==> src/rtl/bsg_dmc_rst_seq.sv <==
// DRAM controller reset sequencer: synchronizes the raw async reset, holds ctrl_reset_o, then raises a timed dfi_cke_o.
// Latency: ctrl_reset_o falls S+H edges after release and dfi_cke_o rises C edges later; re-init takes effect one edge after acceptance.
// Backpressure: reinit_ready_o is high only in RUN; requests in HOLD/CKE are dropped. BSG_DMC_RST_SEQ_COUNT_EN adds reinit_count_o.
`timescale 1ns/1ps
module bsg_dmc_rst_seq #(
  parameter int sync_stages_p      = 2,
  parameter int rst_hold_cycles_p  = 16,
  parameter int cke_delay_cycles_p = 32
) (
  input  logic       clk_i,
  input  logic       async_reset_i,
  input  logic       reinit_v_i,
  output logic       reinit_ready_o,
  output logic       ctrl_reset_o,
  output logic       dfi_cke_o,
  output logic       init_done_o
`ifdef BSG_DMC_RST_SEQ_COUNT_EN
  ,
  output logic [7:0] reinit_count_o
`endif
);

  localparam int max_cycles_lp = (rst_hold_cycles_p > cke_delay_cycles_p) ? rst_hold_cycles_p : cke_delay_cycles_p;
  localparam int cnt_w_lp      = (max_cycles_lp > 1) ? $clog2(max_cycles_lp) : 1;
  localparam logic [cnt_w_lp-1:0] hold_last_lp = cnt_w_lp'(rst_hold_cycles_p - 1);
  localparam logic [cnt_w_lp-1:0] cke_last_lp  = cnt_w_lp'(cke_delay_cycles_p - 1);

  typedef enum logic [2:0] {
    HOLD = 3'b001,
    CKE  = 3'b010,
    RUN  = 3'b100
  } state_e;

  state_e                state_r, state_n;
  logic [cnt_w_lp-1:0]   cnt_r, cnt_n;
  logic [sync_stages_p-1:0] sync_r;
  logic                  sync_rst;
  logic                  accept;

  always_ff @(posedge clk_i or posedge async_reset_i) begin
    if (async_reset_i) sync_r <= '1;
    else               sync_r <= {sync_r[sync_stages_p-2:0], 1'b0};
  end

  assign sync_rst = sync_r[sync_stages_p-1];

  always_ff @(posedge clk_i or posedge async_reset_i) begin
    if (async_reset_i) begin
      state_r <= HOLD;
      cnt_r   <= '0;
    end else begin
      state_r <= state_n;
      cnt_r   <= cnt_n;
    end
  end

  always_comb begin
    state_n = state_r;
    cnt_n   = cnt_r;
    case (state_r)
      HOLD: begin
        if (sync_rst) begin
          cnt_n = '0;
        end else if (cnt_r == hold_last_lp) begin
          state_n = CKE;
          cnt_n   = '0;
        end else begin
          cnt_n = cnt_r + cnt_w_lp'(1);
        end
      end
      CKE: begin
        if (cnt_r == cke_last_lp) begin
          state_n = RUN;
          cnt_n   = '0;
        end else begin
          cnt_n = cnt_r + cnt_w_lp'(1);
        end
      end
      RUN: begin
        // The synchronizer stays released, so a re-init only replays H and C.
        if (reinit_v_i) begin
          state_n = HOLD;
          cnt_n   = '0;
        end
      end
      default: begin
        state_n = HOLD;
        cnt_n   = '0;
      end
    endcase
  end

  assign ctrl_reset_o   = state_r[0];
  assign dfi_cke_o      = state_r[2];
  assign init_done_o    = state_r[2];
  assign reinit_ready_o = state_r[2];
  assign accept         = reinit_v_i & reinit_ready_o;

`ifdef BSG_DMC_RST_SEQ_COUNT_EN
  logic [7:0] reinit_count_r;

  always_ff @(posedge clk_i or posedge async_reset_i) begin
    if (async_reset_i)                          reinit_count_r <= 8'd0;
    else if (accept && reinit_count_r != 8'hFF) reinit_count_r <= reinit_count_r + 8'd1;
  end

  assign reinit_count_o = reinit_count_r;
`else
  logic unused_accept;
  assign unused_accept = accept;
`endif

endmodule

==> config.mk <==
export PLATFORM = sky130hd
export DESIGN_NAME = bsg_dmc_rst_seq
export DESIGN_NICKNAME = d
export VERILOG_FILES = /design/src/rtl/bsg_dmc_rst_seq.sv
export SDC_FILE = /design/constraint.sdc
export NUM_CORES = 1
export LEC_CHECK = 0
export BUFFER_PORTS_ARGS = -buffer_cell sky130_fd_sc_hd__buf_2
export CORE_AREA = 2 2 39 41
export CTS_CLUSTER_DIAMETER = 100
export DETAILED_ROUTE_END_ITERATION = 6
export DIE_AREA = 0 0 41 43
export GPL_ROUTABILITY_DRIVEN = 0
export SETUP_SLACK_MARGIN = 0.4
export SYNTH_ARGS = -nofsm -noshare
export SYNTH_HDL_FRONTEND = slang
export SYNTH_SLANG_ARGS = --single-unit
export TNS_END_PERCENT = 10
==> constraint.sdc <==
create_clock -name clk_i -period 1.9 [get_ports clk_i]
set_input_delay 0.285 -clock clk_i [delete_from_list [all_inputs] [get_ports clk_i]]
set_output_delay 0.285 -clock clk_i [all_outputs]
set_load 0.02 [all_outputs]
# == Yosys cells after proc, flatten, opt, wreduce, memory -nomap -nowiden ==
# Cells that the tools add are included.
# totals
word_cells,24
regBits,10
in_bits,3
output_inout_bits,4
# op_classes
reduce_logical,1
n_mux,10
eq_ne,9
addsub,1
# op_table
cell,n
2-to-1 mux 5 bit,4
one-hot mux 5 bit (3 select lines),1
2-to-1 mux 3 bit,4
one-hot mux 3 bit (3 select lines),1
"inequality test 2 bit, second input constant",4
"adder 5 x 1 -> 5 bit, second input constant",1
"equality test 5 x 4 -> 1 bit, second input constant",1
"equality test 5 bit, second input constant",1
AND reduction 4 bit,1
"equality test 3 x 1 -> 1 bit, second input constant",1
"equality test 3 x 2 -> 1 bit, second input constant",1
"equality test 3 bit, second input constant",1

# == Logic depth before layout (Yosys ltp) ==
# depth
depth_word,4
mapped_depth,5
ltp_nobuf,5

# == Least setup slack after synthesis ==
# No wires, ideal clock.
# synth_path
path_kind,reg2reg
startpoint,register cnt_r[0]
endpoint,register cnt_r[4]
setup_ns,0.127
n_path_buf,0
stages_incl_launch_ff,6
period_less_slack_ns,1.448
setup_slack_ns,0.452
arrival_ns,1.322
t_required_ns,1.773
cell_sequence,dfrtp_1 > ha_1 > nand3_1 > ha_1 > nor2_1 > a221o_2
# synth_between
elab_chain_len,4
elab_cells_between_ends,7
cone_classes,add/sub (1); eq/ne (2); mux (4)
# synth_lines
item,line,source
"start, declared",35,"logic [cnt_w_lp-1:0] cnt_r, cnt_n;"
"start signal, assigned",53,cnt_r <= cnt_n;
adder 5 x 1 -> 5 bit / equality test 5 x 4 -> 1 bit (equally long branches),"68, 76, 64",
2-to-1 mux 5 bit,64,end else if (cnt_r == hold_last_lp) begin
2-to-1 mux 5 bit,62,if (sync_rst) begin
one-hot mux 5 bit (3 select lines) (*),60,case (state_r)
# Every way passes the cells marked *; elsewhere a longest branch is shown, timed or not.
# A chain may end at the register's enable or synchronous reset.

# == Worst setup path after layout ==
# layout_path
startpoint,register cnt_r[1]
endpoint,register cnt_r[4]
# Same word-level chain as after synthesis.

==> qor.csv <==
stage;metric;value;unit
sta;worstMarginPinSlew;517.2;ps
cts;clock_path_buffers;2;
cts;path_clk_slew;80;ps
sta;setup_violations;0;
setup_path;critPathTopFamily;adder cells;
layout;nNetsFinal;68;
min_path;holdCritPathClass;primary input to flop;
layout;drive_gt1_share;41.94;%
synthesis;synth_mux_area_share;0;%
layout;multi_input_area;282.8;um^2
global_routing;overflow;0;
die;num_rows;14;
layout;num-fill-cells;131;
global_routing;grt_max_degree;11;
drt;vias_per_cell;5.577;
placement;hpwlAfterDp;714.7;um
placement;dpl.cell_count;70;
cts;clk_root_buffer_cell;clkbuf_4;
power;leakage;0.2827;nW
cts;insertion_delay;280;ps
synthesis;syn_nets;55;
synthesis;synth_top_family_by_area;simple AND/OR/NAND/NOR gates;
synthesis;synth_xor_area_share;0;%
die;dieHeight;43;um
layout;layout.cells.non_filler;78;
die;start_util;39.15;%
layout;layout_common_cells;dfrtp_1, buf_2, nor2_1, nand2_1;
global_routing;grt_usage;16.79;%
sta;rsz0062_at_grt;true;
synthesis;synth_area;541.8;um^2
drt;drt_iter0_markers;12;
setup_path;cp_max_fo;6;
setup_path;endpoint_kind;flop;
synthesis;ys_async_sr_fraction;100.0;%
setup_path;max_stage_delay;420;ps
synthesis;synth_flop_cell;dfrtp_1;
sta;setup_tns;0;ps
global_routing;antenna_found_initial;0;
layout;regArea;255.2;um^2
power;pwr_density_cell;773.2;nW/um^2
sta;whs;315.2;ps
synthesis;yosys.area_share.simple;24.71;%
sta;final-hold-violation-count;0;
layout;syn2layout_area_growth;22.63;%
cts;cts.sinks;10;
sta;min_period;1421;ps
drt;drtPass1Iterations;4;
die;die_x;41;um
setup_path;crit_type;flop to flop;
synthesis;ys_types;29;
sta;fmax;703.9;MHz
sta;relSlewSlack;65.43;%
global_routing;grt_pass1_vias;408;
setup_path;cp_slowest_cell;dfrtp_1;
cts;cts_made_buffers;3;
synthesis;syn_avg_cell_area;10.84;um^2
cts;cts_htree_levels;1;
drt;wl_per_cell;13.53;um
synthesis;ys_seq_elements;10;
die;dieArea;1763;um^2
drt;vias;435;
setup_path;crit_buf_inv;0;
sta;skew;10.67;ps
drt;drt_wl_total;1055;um
flow_run;drv_cap;0;
global_routing;grt_pass1_wl;1752;um
synthesis;synth_compound_area_share;18.94;%
sta;drv_slew;0;
power;p_total;513.7;uW
die;ios;7;
layout;antenna_cells;0;
setup_path;startpoint_type;flop;
drt;postRouteAntennaNets;0;
synthesis;synthAdderAreaFrac;4.619;%
setup_path;worstPathCellList;ha_4, nand3_2, ha_1, nor2_1, a221o_2;
outcome;status;finished, final reports clean;
setup_path;cp_data_arrival_time;1590;ps
drt;drc_errors;0;
setup_path;cp.required;2070;ps
die;core-area;1384;um^2
cts;tritoncts;built;
synthesis;syn-instance-count;50;
synthesis;yosysWarnings;0;
sta;finalCritPeriodShare;74.78;%
synthesis;ys_seq_area_share;46.88;%
placement;numPortBuffers;6;
synthesis;synth_edf_count;0;
power;irDropWorstVdd;341.2;uV
[worst paths after layout]
path	from	end	slack, ps	cells past startpoint
worst min register to register	sync_r[0]$_DFF_PP1_	sync_r[1]$_DFF_PP1_	360	0
worst max register to register	cnt_r[1]$_DFFE_PP0N_	cnt_r[4]$_DFFE_PP0N_	480	5
min in group asynchronous	async_reset_i	cnt_r[3]$_DFFE_PP0N_	510	3
worst max-delay path	cnt_r[1]$_DFFE_PP0N_	cnt_r[4]$_DFFE_PP0N_	480	5
max in group asynchronous	async_reset_i	sync_r[1]$_DFF_PP1_	1070	3
worst min-delay path	reinit_v_i	cnt_r[3]$_DFFE_PP0N_	320	4
[per-layer routing]
layer  track usage [%]  up-vias  wire length, um
li1                  -      209                -
met1             18.12      206              466
met2             22.81       14              471
met3             9.424        6               67
met4             13.33        0               49
met5                 0        -                0
[metrics by stage]
stage | setup WS [ps] | area [um^2] | util [%]
CTS | 367.4 | 640.6 | 46.29
floorplan | 451.5 | 541.8 | -
global placement | 374.6 | 576.8 | 41.68
global route | 387.6 | 664.4 | 48.01
finish | 479.3 | 664.4 | 48.01
detailed placement | 347.8 | 576.8 | 41.68
[cell families after synthesis]
| group | count (synthesis) |
|---|---|
| simple gates | 19 |
| other cells | 1 |
| fa+ha+maj | 2 |
| compound gates | 14 |
| flops | 10 |
| buf+inv | 4 |
[sequential cells by signal, summed over array words and instances (netlist names)]
name,cells
cnt_r,5
state_r,3
sync_r,2
[tightest hold or removal path, stage by stage]
cell,delay (ps)
buf_2,90
nor4b_2,70
nand2_1,60
o21ai_1,60
[power by group]
part	switching [mW]	internal (mW)	total [mW]	leakage (nW)
clock network	0.0881	0.117	0.205	0.0210
registers	0.0255	0.230	0.256	0.125
logic	0.0245	0.0287	0.0533	0.137
[repair_timing]
item,CTS,global route
pin swaps,0,2
setup endpoints to repair,2,2
hold buffers,1,0
gates resized for setup,1,3
setup buffers,2,1
hold endpoints to repair,7,0
[area by class of cell]
cell class,count,share of cell area (%)
Sequential cell,10,38.42
Timing Repair Buffer,10,9.416
Multi-Input combinational cell,36,42.56
Inverter,2,1.130
Clock buffer,4,5.461
Tap cell,16,3.013
[synth_stat cells (2+ instances only)]
master   n  area share, %
a21oi_1  2            1.8
o21ai_1  2            1.8
dfrtp_1  7             32
inv_1    2            1.4
nand4_1  3            3.5
ha_1     2            4.6
nand2_1  4            2.8
buf_4    2            2.8
nor2_1   4            2.8
dfstp_2  3             15
No activity file was read; power rests on OpenSTA's default activity.
